File: src/rtl/transpose_buffer_pkg.sv
// Shared constants, FSM state type and range helper for the transpose buffer.
package transpose_buffer_pkg;

  localparam int WORD_W = 4;
  localparam int IDX_W  = 3;
  localparam int DEPTH  = 2 ** (2 * IDX_W);

  typedef enum logic [1:0] {
    IDLE = 2'd0,
    FILL = 2'd1,
    FULL = 2'd2
  } state_t;

  // Last valid index for a range field; a range of 0 encodes 8, so it wraps to 7.
  function automatic logic [IDX_W-1:0] range_limit(input logic [IDX_W-1:0] range);
    return range - IDX_W'(1);
  endfunction

endpackage

File: src/rtl/transpose_index_counter.sv
// Wrap counter: steps on advance and returns to 0 after reaching limit.
// Shared by the writer (inner/outer indices) and usable by the reader.
module transpose_index_counter
  import transpose_buffer_pkg::*;
(
  input  logic             clk,
  input  logic             rst_n,
  input  logic             advance,
  input  logic [IDX_W-1:0] limit,
  output logic [IDX_W-1:0] idx,
  output logic             at_limit
);

  assign at_limit = (idx == limit);

  // Index register: wrap to 0 once the limit has been consumed.
  always_ff @(posedge clk or negedge rst_n) begin
    if (!rst_n) begin
      idx <= '0;
    end else if (advance) begin
      idx <= at_limit ? '0 : idx + IDX_W'(1);
    end
  end

endmodule

File: src/rtl/transpose_buffer_writer.sv
// Producer side of the transpose buffer: packs a valid/ready word stream into
// a DEPTH x WORD_W array addressed {outer, inner} and hands the full block to
// the reader through out_valid/out_ack.
// Optional build macro: TRANSPOSE_WRITER_CLEAR_EN clears the array when a
// block is acknowledged, so each new block starts from all zeros.
module transpose_buffer_writer
  import transpose_buffer_pkg::*;
(
  input  logic              clk,
  input  logic              rst_n,
  input  logic              in_valid,
  output logic              in_ready,
  input  logic [WORD_W-1:0] in_data,
  input  logic [IDX_W-1:0]  range_inner,
  input  logic [IDX_W-1:0]  range_outer,
  output logic [WORD_W-1:0] output_data [DEPTH-1:0],
  output logic              out_valid,
  input  logic              out_ack,
  output logic [IDX_W-1:0]  write_inner,
  output logic [IDX_W-1:0]  write_outer
);

  state_t           state_reg;
  state_t           state_next;
  logic [IDX_W-1:0] inner_range_reg;
  logic [IDX_W-1:0] outer_range_reg;
  logic [IDX_W-1:0] inner_limit;
  logic [IDX_W-1:0] outer_limit;
  logic             inner_at_limit;
  logic             outer_at_limit;
  logic             accept;
  logic             last_word;

  // Handshake outputs depend only on the state, keeping accept free of loops.
  assign in_ready  = (state_reg != FULL);
  assign out_valid = (state_reg == FULL);
  assign accept    = in_valid && in_ready;

  // The first word of a block must already see the live ranges, since the
  // latched copy only updates on that same edge.
  assign inner_limit = (state_reg == IDLE) ? range_limit(range_inner) : range_limit(inner_range_reg);
  assign outer_limit = (state_reg == IDLE) ? range_limit(range_outer) : range_limit(outer_range_reg);
  assign last_word   = inner_at_limit && outer_at_limit;

  transpose_index_counter u_inner (
    .clk      (clk),
    .rst_n    (rst_n),
    .advance  (accept),
    .limit    (inner_limit),
    .idx      (write_inner),
    .at_limit (inner_at_limit)
  );

  transpose_index_counter u_outer (
    .clk      (clk),
    .rst_n    (rst_n),
    .advance  (accept && inner_at_limit),
    .limit    (outer_limit),
    .idx      (write_outer),
    .at_limit (outer_at_limit)
  );

  // State register.
  always_ff @(posedge clk or negedge rst_n) begin
    if (!rst_n) begin
      state_reg <= IDLE;
    end else begin
      state_reg <= state_next;
    end
  end

  // Next-state logic: a block completes on its last accepted word.
  always_comb begin
    state_next = state_reg;
    unique case (state_reg)
      IDLE: if (accept) state_next = last_word ? FULL : FILL;
      FILL: if (accept && last_word) state_next = FULL;
      FULL: if (out_ack) state_next = IDLE;
      default: state_next = IDLE;
    endcase
  end

  // Ranges are captured once per block, on its first accepted word.
  always_ff @(posedge clk or negedge rst_n) begin
    if (!rst_n) begin
      inner_range_reg <= '0;
      outer_range_reg <= '0;
    end else if (state_reg == IDLE && accept) begin
      inner_range_reg <= range_inner;
      outer_range_reg <= range_outer;
    end
  end

  // Array storage: one write per accepted word, frozen while FULL.
  always_ff @(posedge clk or negedge rst_n) begin
    if (!rst_n) begin
      for (int i = 0; i < DEPTH; i++) output_data[i] <= '0;
    end else begin
      if (accept) output_data[{write_outer, write_inner}] <= in_data;
`ifdef TRANSPOSE_WRITER_CLEAR_EN
      if (state_reg == FULL && out_ack) begin
        for (int i = 0; i < DEPTH; i++) output_data[i] <= '0;
      end
`endif
    end
  end

endmodule

File: config.mk
export PLATFORM = sky130hd
export DESIGN_NAME = transpose_buffer_writer
export DESIGN_NICKNAME = d
export VERILOG_FILES = /design/src/rtl/transpose_buffer_pkg.sv /design/src/rtl/transpose_index_counter.sv /design/src/rtl/transpose_buffer_writer.sv
export SDC_FILE = /design/constraint.sdc
export NUM_CORES = 1
export LEC_CHECK = 0
export CAP_MARGIN = 20
export CORE_UTILIZATION = 54
export CTS_CLUSTER_DIAMETER = 200
export DETAILED_ROUTE_END_ITERATION = 10
export PLACE_DENSITY = 0.93
export RECOVER_POWER = 50
export REMOVE_ABC_BUFFERS = 1
export SLEW_MARGIN = 20
export SYNTH_ARGS = -nofsm -noshare
export SYNTH_HDL_FRONTEND = slang
export SYNTH_HIERARCHICAL = 1
export SYNTH_SLANG_ARGS = --single-unit
File: constraint.sdc
create_clock -name clk -period 5.8 [get_ports clk]
set_input_delay 1.45 -clock clk [delete_from_list [all_inputs] [get_ports clk]]
set_output_delay 1.45 -clock clk [all_outputs]
set_load 0.05 [all_outputs]
Yosys cells after proc, flatten, opt, wreduce, memory -nomap -nowiden
Index checks and enable logic that the tools add are counted.
{"block": "totals", "in_bits": 14, "ff_bits": 270}
{"block": "classes", "add_sub_neg": 6, "reduce_logical": 8, "magnitude_cmp": 2, "eq_ne": 8, "mux": 12}
{"cell": "256-bit bitwise mux", "n": 1}
{"cell": "4-bit demux with 6-bit select", "n": 1}
{"cell": "3-bit two-way mux", "n": 4}
{"cell": "3-bit by 1-bit subtractor with 3-bit output, second input constant", "n": 4}
{"cell": "2-bit two-way mux", "n": 4}
{"cell": "6-bit by 7-bit less-than comparator with 1-bit output, second input constant", "n": 1}
{"cell": "3-bit by 1-bit adder with 3-bit output, second input constant", "n": 2}
{"cell": "3-bit equality test", "n": 2}
{"cell": "6-bit by 1-bit greater-or-equal comparator with 1-bit output, second input constant", "n": 1}
{"cell": "1-bit logical AND", "n": 6}
{"cell": "2-bit != test, second input constant", "n": 3}
{"cell": "2-bit one-hot mux with 3 select lines", "n": 1}
{"cell": "4-bit two-way mux", "n": 1}
{"cell": "3-bit AND reduction", "n": 1}
{"cell": "2-bit by 1-bit equality test with 1-bit output, second input constant", "n": 1}
{"cell": "2-bit equality test, second input constant", "n": 1}
{"cell": "2-bit zero test", "n": 1}
{"cell": "2-bit by 1-bit != test with 1-bit output, second input constant", "n": 1}

Logic depth before layout (Yosys ltp)
Gate-level depths: netlist of run 1.
{"block": "depth", "word_depth": 7, "depth_mapped": 9, "ltp_nobuf": 9}

Cells and area by module
The synthesis of run 1 kept the hierarchy.
{"module": "transpose_buffer_writer", "area_each_um2": 11055.6, "cells_each": 689, "seq_area_each_um2": 6606.3, "instances": 1}
{"module": "transpose_index_counter", "area_each_um2": 187.7, "cells_each": 17, "seq_area_each_um2": 75.1, "instances": 2}

Least setup slack after synthesis of run 1
OpenSTA, ideal clock, no wires.
{"block": "synth_path", "path_type": "input port to flip-flop", "from": "input range_inner[0]", "to": "register u_outer.idx[2]", "stages": 8, "path_slack_ns": 2.613, "path_buffers": 0, "setup_ns": 0.131, "arrival_ns": 3.055, "path_cell_list": "mux2i_1 ha_1 xnor2_1 xor2_1 nor3_1 and3_1 nor4b_2 nor3_2"}
{"block": "synth_between", "elab_chain_len": 4}
{"element": "start: declaration", "line_no": "transpose_buffer_writer.sv:14", "text": "input logic [IDX_W-1:0] range_inner,"}
{"element": "3-bit by 1-bit subtractor with 3-bit output", "line_no": "transpose_buffer_pkg.sv:16", "text": "return range - IDX_W'(1);"}
{"element": "3-bit two-way mux", "line_no": "transpose_buffer_writer.sv:41", "text": "assign inner_limit = (state_reg == IDLE) ? range_limit(range_inner) : range_limit(inner_range_reg);"}
{"element": "named net inner_limit[2]", "line_no": "transpose_buffer_writer.sv:27", "text": "logic [IDX_W-1:0] inner_limit;"}
{"element": "3-bit equality test", "line_no": "transpose_index_counter.sv:14", "text": "assign at_limit = (idx == limit);"}
{"element": "named net inner_at_limit", "line_no": "transpose_buffer_writer.sv:29", "text": "logic inner_at_limit;"}
{"element": "1-bit logical AND", "line_no": "transpose_buffer_writer.sv:57", "text": ".advance (accept && inner_at_limit),"}
{"element": "end signal: assignment", "line_no": "transpose_index_counter.sv:21", "text": "idx <= at_limit ? '0 : idx + IDX_W'(1);"}
{"element": "end: declaration", "line_no": "transpose_index_counter.sv:10", "text": "output logic [IDX_W-1:0] idx,"}
The timed path passes the listed nets, and every way through them passes these cells.
A chain may end at the register's enable or synchronous reset.

Worst setup path in the final report of run 1
{"block": "layout_path", "from": "register state_reg[0]", "to": "output out_valid"}
{"block": "layout_between", "elab_chain_len": 1}
{"element": "start: declaration", "line_no": "transpose_buffer_writer.sv:23", "text": "state_t state_reg;"}
{"element": "start signal: assignment", "line_no": "transpose_buffer_writer.sv:68", "text": "state_reg <= state_next;"}
{"element": "2-bit equality test", "line_no": "transpose_buffer_writer.sv:36", "text": "assign out_valid = (state_reg == FULL);"}
{"element": "end: declaration", "line_no": "transpose_buffer_writer.sv:17", "text": "output logic out_valid,"}
Every way passes these cells.

==> flow_summary.ini, run 1 <==
[status]
status = finished with violations
failed_checks = capacitance limit, slew limit

[critical_path]
rr_startpoint = state_reg[1]$_DFFE_PN0P_
path_class = reg2out
startpoint_type = flop
r2r_slack_ns = 2.64
path_cells = nand2b_2 > clkinv_2 > clkdlybuf4s50_1
timing.rr.end = u_outer/idx[1]$_DFFE_PN0P_
cp-end-kind = output pin
worst_path_max_delay_cell = clkdlybuf4s50_1
max_stage_delay_ns = 0.87
r2r_cells = 9
worstPathArrival_ns = 2.53
worstPathMaxFanout = 37
required_ns = 4.35

[route]
ant_nets = 0
drtPass1Iterations = 6
wl_per_cell_um = 22.64
initialDrtViolationCount = 200
wl_um = 29010
vias_per_cell = 5.677
via_count = 7272
drcViolationCount = 0

[finish]
finish.utilization_pct = 74.38
layout_common_cells = 269 x dfrtp_1, 254 x mux2_2, 205 x clkdlybuf4s50_1, 67 x dlygate4sd3_1, 32 x nand4_1
syn_to_final_growth_pct = 33.35
max_flop_register = output_data
nets = 1006
drive_above_1_share_pct = 35.15
largest_reg_flops = 256
mostFrequentLayoutCell = dfrtp_1

[clocking]
clock_latency_ns = 0.53
path_clk_slew_ns = 0.06
cts_buffers = 28
hold_buffers = 0
cts_setup_buffers = 0
cts_root_buf = clkbuf_16
cts_buffer_depth = 3
htreeDepth = 1
ctsResizeCount = 0
clock-sinks = 270
tritoncts = done

[placed_design]
pre_cts_ws_ns = 1.848
gp_congestion = 0.7778
dpl.hpwl_um = 18250
io_buffer_count = 277

[synth]
netlist_area_sq_um = 11430
synth_top_area_share_pct = 59.11
synth_area_leaders = dfrtp_1 59%, mux2_2 25%, nor4_4 6.0%, nand4_1 1.8%, clkbuf_1 0.92%
yosys.area.top_type = dfrtp_1
yosysSeqAreaShare_pct = 59.11
synth_ff_type = dfrtp_1
synth_edf_count = 0
synth_cell_types = 39
synthCells = 723
yosysWarnings = 6
synthArstFlopShare_pct = 100.0
synth_seq_cells = 270
syn_area_per_cell_sq_um = 15.81

[floorplanning]
dieArea_sq_um = 21750
start_util_pct = 55.78
chipHeight_um = 147.5
fp.coreArea_sq_um = 20490
ios = 278
die_w_um = 147.5
num_rows = 52

[global_routing]
grt_max_degree = 138
grt_pass1_wl_um = 45080
grt_pass1_vias = 7770
antenna_found_initial = 3
grt_remaining_overflow = 0
globalRouteTotalUtil_pct = 26.93

[hold_path]
hold_class = reg2reg
min_from = output_data[86]$_DFFE_PN0P_
holdPathEnd = output_data[86]$_DFFE_PN0P_
whs_path_depth = 1

[timing]
fin_crit_sh_pct = 68.61
period_needed_ns = 3.979
tightest_slew_ns = 1.873
slew_viol_final = 32
rsz0062_at_grt = false
setup_ws_ns = 1.821
fmax_mhz = 251.3
relSlewSlack_pct = -24.86
setup_tns_ns = 0
hold_violations = 0
finalSetupViolCount = 0
fin_skew_ns = 0.007886

[flow_run]
drv_cap = 1
==> metal layers <==
metal | part of all wire, % | wire (um) | up-vias | track usage, %
li1 | - | - | 3188 | -
met1 | 40 | 11630 | 3764 | 33.43
met2 | 51 | 14690 | 234 | 46.34
met3 | 4.9 | 1414 | 82 | 5.340
met4 | 4.3 | 1255 | 4 | 10.77
met5 | 0.079 | 23 | - | 0
==> critical path: cells and delay by family, from the launching register on <==
family	cells	cell delay (ns)
flops	1	0.38
buf+inv	2	1.03
simple gates	1	0.56
==> cell type report <==
| type | count | area [sq um] |
|---|---|---|
| sequential | 270 | 6760 |
| tap | 270 | 337.8 |
| timing repair buffer | 288 | 2861 |
| antenna | 1 | 2.502 |
| clock inverter | 14 | 178.9 |
| multi-input combinational | 395 | 4273 |
| fill | 1280 | 5251 |
| clock buffer | 38 | 809.5 |
| inverter | 5 | 20.02 |
==> Yosys cell counts, types with 3 or more instances <==
library cell / count
dfrtp_1: 270
buf_1: 6
mux2i_1: 8
mux2_2: 258
xor2_1: 6
clkbuf_1: 28
and3b_1: 5
buf_4: 7
nand3b_1: 3
buf_2: 11
nor3_1: 3
mux2_1: 4
nand4_1: 32
inv_1: 4
nor4_4: 32
and3_1: 3
or3b_2: 3
nor2_1: 4
nor3b_1: 3
ha_1: 4
==> worst max-delay path by stage <==
stage                                           from                           end  slack [ns]  cells after the start
after global routing        state_reg[0]$_DFFE_PN0P_                     out_valid        1.74                      3
after floorplan           u_inner/idx[1]$_DFFE_PN0P_    u_outer/idx[2]$_DFFE_PN0P_        1.44                      5
after detailed placement                    in_valid    output_data[0]$_DFFE_PN0P_        1.85                      4
final                       state_reg[0]$_DFFE_PN0P_                     out_valid        1.82                      3
after CTS                   state_reg[0]$_DFFE_PN0P_                     out_valid        1.81                      3
after global placement                      in_valid  output_data[161]$_DFFE_PN0P_        1.94                      4
==> kinds of logic (layout without fill, tap and decap cells) <==
family / after synthesis / count (layout) / share of synthesized area, %
adder cells (fa/ha/maj): 4 / 4 / 0.4378
AO/OA/AOI/OAI: 8 / 8 / 0.4598
flip-flops: 270 / 270 / 59.11
other: 0 / 1 / 0
XOR/XNOR: 8 / 8 / 0.6130
buffers and inverters: 58 / 345 / 2.320
AND/OR/NAND/NOR: 105 / 105 / 10.55
multiplexers: 270 / 270 / 26.51
==> per-stage QoR <==
stage	instance area, sq um	std cells	hold slack [ns]
global placement	14380	1227	0.4685
finish	15240	1281	0.4831
global route	15240	1281	0.4986
CTS	15360	1279	0.4936
detailed placement	14380	1227	0.4766
floorplan	11180	670	0.4473
Power of run 1 is left out: the tool's default activity adds up to more than one toggle a clock period on the data nets, which glitch-free logic cannot reach.
==> run 2, diff against run 1 <==
--- a/config.mk
+++ b/config.mk
@@ -6,10 +6,10 @@
 export NUM_CORES = 1
 export LEC_CHECK = 0
 export CAP_MARGIN = 20
-export CORE_UTILIZATION = 54
+export CORE_UTILIZATION = 50
 export CTS_CLUSTER_DIAMETER = 200
 export DETAILED_ROUTE_END_ITERATION = 10
-export PLACE_DENSITY = 0.93
+export PLACE_DENSITY = 0.88
 export RECOVER_POWER = 50
 export REMOVE_ABC_BUFFERS = 1
 export SLEW_MARGIN = 20
==> constraint.sdc (replaced) <==
create_clock -name clk -period 4.2 [get_ports clk]
set_input_delay 1.05 -clock clk [delete_from_list [all_inputs] [get_ports clk]]
set_output_delay 1.05 -clock clk [all_outputs]
set_load 0.05 [all_outputs]
==> run 2 against run 1 <==
Compared with the run above:
- the run still ends with capacitance limit, slew limit left
- clock skew rose by 0.012 ns
- global-route usage fell by 1.5 points
- sequential share of layout area barely moved
- first-iteration DRC count rose by 24%
- clock-buffer cell count rose by 3
- critical path depth rose by 2
- non-clock buffer count rose by 7
- die area rose by 7.9%
- worst hold slack improved by 0.012 ns
- flip-flop and latch count did not move
- routed wire length rose by 1.0%
- register-to-register slack got worse by 1.5 ns
==> flow_summary.ini, run 2 (synthesized netlist as in run 1, its figures left out) <==
[global_routing]
globalRouteTotalUtil_pct = 25.46
antenna_found_initial = 1
grt_remaining_overflow = 0
grt_pass1_wl_um = 46720
grt_max_degree = 114
grt_pass1_vias = 7895

[floorplanning]
num_rows = 54
die_w_um = 153.2
start_util_pct = 51.74
chipHeight_um = 153.2
fp.coreArea_sq_um = 22090
dieArea_sq_um = 23470
ios = 278

[flow_run]
drv_cap = 2

[critical_path]
cp.depth = 5
worstPathArrival_ns = 3.94
r2r_cells = 9
cp-end-kind = flop
path_cells = dlygate4sd3_1 > clkbuf_1 > nor3b_1 > nand4_1 > mux2_2
rr_startpoint = state_reg[1]$_DFFE_PN0P_
cp_top_family = simple AND/OR/NAND/NOR gates
critPathCapture = output_data[10]$_DFFE_PN0P_
r2r_slack_ns = 1.10
required_ns = 4.63
timing.rr.end = u_outer/idx[2]$_DFFE_PN0P_
worst_path_max_delay_cell = nor3b_1
path_buf_inv = 2
max_stage_delay_ns = 1.06
startpoint_type = primary input
path_class = in2reg
worstPathMaxFanout = 14
crit_start = in_valid

[finish]
finish.utilization_pct = 68.93
fill_cells = 1506
fin_area_sq_um = 15230
max_flop_register = output_data
drive_above_1_share_pct = 35.54
nets = 1013
largest_reg_flops = 256
syn_to_final_growth_pct = 33.22
layout_common_cells = 270 x clkdlybuf4s50_1, 269 x dfrtp_1, 257 x mux2_2, 32 x nand4_1, 30 x nor4_4
mostFrequentLayoutCell = clkdlybuf4s50_1

[timing]
period_needed_ns = 3.514
rsz0062_at_grt = false
slew_viol_final = 69
fin_crit_sh_pct = 83.66
fin_skew_ns = 0.01973
fmax_mhz = 284.6
tightest_slew_ns = 1.646
relSlewSlack_pct = -9.731
hold-worst-slack_ns = 0.4950
finalSetupViolCount = 0
hold_violations = 0

[clocking]
ctsResizeCount = 0
cts_buffers = 28
clock_latency_ns = 0.54
hold_buffers = 0
path_clk_slew_ns = 0.06
htreeDepth = 1
cts_root_buf = clkbuf_16
tritoncts = done
clock-sinks = 270
cts_setup_buffers = 0
cts_buffer_depth = 3

[status]
status = finished with violations
failed_checks = capacitance limit, slew limit

[route]
via_count = 7359
wl_um = 29310
wl_per_cell_um = 22.70
drtPass1Iterations = 4
ant_nets = 0
drcViolationCount = 0
initialDrtViolationCount = 248
vias_per_cell = 5.700

[placed_design]
io_buffer_count = 277
gp_congestion = 0.7649
placed_cell_area_sq_um = 14460
dpl.hpwl_um = 19630

[hold_path]
hold_class = reg2reg
run 2: cell types whose count changed in the layout (fill, tap and decap cells not counted), moves of 3 or more:
cell and delta:
clkdlybuf4s50_1 +65, clkbuf_8 +3, nor4_1 -6, clkbuf_1 +3, nor4_4 +6, clkinv_2 -4, buf_4 +5, mux2_1 -3
mux2_2 +3, bufinv_16 -4, dlygate4sd3_1 -66
run 2: how the worst min path moves through the flow:
stage / from / to / slack [ns] / depth (start not counted)
after floorplan: state_reg[1]$_DFFE_PN0P_ / state_reg[0]$_DFFE_PN0P_ / 0.45 / 1
after global placement: output_data[86]$_DFFE_PN0P_ / output_data[86]$_DFFE_PN0P_ / 0.47 / 1
after detailed placement: state_reg[1]$_DFFE_PN0P_ / state_reg[0]$_DFFE_PN0P_ / 0.47 / 1
after CTS: output_data[97]$_DFFE_PN0P_ / output_data[97]$_DFFE_PN0P_ / 0.50 / 1
after global routing: output_data[97]$_DFFE_PN0P_ / output_data[97]$_DFFE_PN0P_ / 0.51 / 1
final: output_data[97]$_DFFE_PN0P_ / output_data[97]$_DFFE_PN0P_ / 0.50 / 1
run 2: final cells by class:
type / count / area, sq um / share of cell area (%)
Timing Repair Buffer: 295 / 2874 / 18.87
Multi-Input combinational cell: 395 / 4360 / 28.63
Antenna cell: 1 / 2.502 / 0.01643
Clock inverter: 4 / 31.28 / 0.2054
Inverter: 5 / 20.02 / 0.1315
Tap cell: 280 / 350.3 / 2.301
Sequential cell: 270 / 6760 / 44.39
Clock buffer: 41 / 829.5 / 5.447
run 2: stage by stage:
stage | cells | worst slack [ns] | setup TNS, ns
detailed placement | 1245 | 0.6781 | 0
CTS | 1290 | 0.8121 | 0
floorplan | 670 | -0.1618 | -0.3226
global placement | 1245 | 0.8410 | 0
finish | 1291 | 0.6861 | 0
global route | 1291 | 0.5208 | 0
run 2: per-layer routing:
layer / track usage, % / vias up / part of all wire [%]
met1: 31.73 / 3870 / 40
met4: 9.380 / 0 / 3.6
met5: 0 / - / 0
met2: 43.75 / 238 / 51
li1: - / 3191 / -
met3: 5.302 / 60 / 5.3
Power of run 2 is left out for the same reason.
==> run 3, diff against run 2 <==
==> constraint.sdc (replaced) <==
create_clock -name clk -period 3.6 [get_ports clk]
set_input_delay 0.9 -clock clk [delete_from_list [all_inputs] [get_ports clk]]
set_output_delay 0.9 -clock clk [all_outputs]
set_load 0.05 [all_outputs]
==> run 3 against run 2 <==
Compared with the run above:
- the flow still finishes with violations (capacitance limit, slew limit)
- die area did not move
- first-iteration DRC count up 4.4%
- cell count increased by 0.62%
- design area increased by 1.2%
- non-clock buffer count rose by 1
- sequential share of layout area shrank 0.55 points
- clock-buffer cell count decreased by 8
- worst hold slack improved by 0.0025 ns
- via count down 1.2%
- critical endpoint is now output_data[119]$_DFFE_PN0P_
- highest routed layer unchanged
==> flow_summary.ini, run 3 (synthesized netlist as in run 1, its figures left out) <==
[timing]
fin_skew_ns = 0.01470
tightest_slew_ns = 2.138
rsz0062_at_grt = false
setup_ws_ns = 0.5152
slew_viol_final = 82
relSlewSlack_pct = -42.56
setup_tns_ns = 0
period_needed_ns = 3.085
fmax_mhz = 324.2
finalSetupViolCount = 0
fin_crit_sh_pct = 85.69
hold_violations = 0

[critical_path]
rr_startpoint = state_reg[1]$_DFFE_PN0P_
r2r_slack_ns = 0.86
worstPathArrival_ns = 3.49
worst_path_max_delay_cell = nor4_1
r2r_cells = 9
startpoint_type = primary input
required_ns = 4.01
path_cells = dlygate4sd3_1 > clkbuf_1 > nand3_2 > nor4_1 > mux2_2
path_class = in2reg
path_buf_inv = 2
cp-end-kind = flop
max_stage_delay_ns = 0.82
cp_top_family = simple AND/OR/NAND/NOR gates
timing.rr.end = u_outer/idx[1]$_DFFE_PN0P_
worstPathMaxFanout = 13

[global_routing]
grt_remaining_overflow = 0
antenna_found_initial = 1
grt_pass1_vias = 7782
globalRouteTotalUtil_pct = 24.95
grt_max_degree = 84
grt_pass1_wl_um = 45840

[finish]
drive_above_1_share_pct = 36.25
fin_area_sq_um = 15420
max_flop_register = output_data
fin_cells = 1299
syn_to_final_growth_pct = 34.88
layout_common_cells = 269 x dfrtp_1, 269 x clkdlybuf4s50_1, 255 x mux2_2, 32 x nand4_1, 29 x clkbuf_16
largest_reg_flops = 256
nets = 1014

[floorplanning]
dieArea_sq_um = 23470
start_util_pct = 51.74
fp.coreArea_sq_um = 22090
chipHeight_um = 153.2
die_w_um = 153.2
ios = 278
num_rows = 54

[placed_design]
dpl.hpwl_um = 19040
io_buffer_count = 277
dpl.cell_count = 1246
gp_congestion = 0.7630
placed_cell_area_sq_um = 14510
pre_cts_ws_ns = 0.3151

[route]
drcViolationCount = 0
initialDrtViolationCount = 259
ant_nets = 0
via_count = 7272
drtPass1Iterations = 4
wl_um = 28530
vias_per_cell = 5.598
wl_per_cell_um = 21.96

[hold_path]
min_from = state_reg[1]$_DFFE_PN0P_
whs_path_depth = 1
holdPathEnd = state_reg[0]$_DFFE_PN0P_
hold_class = reg2reg

[clocking]
path_clk_slew_ns = 0.06
tritoncts = done
ctsResizeCount = 0
clock_latency_ns = 0.54
cts_root_buf = clkbuf_16
htreeDepth = 1
clock-sinks = 270
cts_buffer_depth = 3
cts_buffers = 28
cts_setup_buffers = 0
hold_buffers = 0

[flow_run]
drv_cap = 1

[status]
status = finished with violations
failed_checks = capacitance limit, slew limit
[run 3: changes by cell type in the layout (fill, tap and decap cells not counted), sizes merged]
cell           previous run  this run
clkinv                    5         7
clkbuf                   46        38
buf                      19        21
inv                       4         6
clkdlybuf4s50           270       269
clkinvlp                  0         5
bufinv                    0         6
[run 3: routing by layer]
metal / vias to the layer above / GRT usage, % / share of wire (%)
met3: 67 / 3.601 / 4.3
met5: - / 0 / 0
li1: 3202 / - / -
met2: 221 / 43.38 / 51
met1: 3782 / 30.93 / 40
met4: 0 / 11.16 / 4.0
[run 3: layout make-up]
type	count	area, sq um
Antenna cell	1	2.502
Clock buffer	33	760.7
Clock inverter	19	271.5
Fill cell	1468	6675
Inverter	5	20.02
Multi-Input combinational cell	395	4305
Sequential cell	270	6760
Tap cell	280	350.3
Timing Repair Buffer	296	2948
[run 3: metrics by stage]
stage / utilization (%) / hold WS (ns)
floorplan: - / 0.4473
global placement: 65.68 / 0.4689
detailed placement: 65.68 / 0.4903
CTS: 70.35 / 0.3675
global route: 69.79 / 0.5162
finish: 69.79 / 0.4975
[run 3: worst max path at each step]
stage,cells after the start,to,startpoint
after floorplan,5,u_outer/idx[2]$_DFFE_PN0P_,u_inner/idx[1]$_DFFE_PN0P_
after global placement,9,u_outer/idx[1]$_DFFE_PN0P_,range_inner[0]
after detailed placement,9,u_outer/idx[1]$_DFFE_PN0P_,range_inner[0]
after CTS,1,write_inner[2],u_inner/idx[2]$_DFFE_PN0P_
after global routing,2,output_data[247]$_DFFE_PN0P_,rst_n
final,5,output_data[119]$_DFFE_PN0P_,in_valid
Power of run 3 is left out for the same reason.
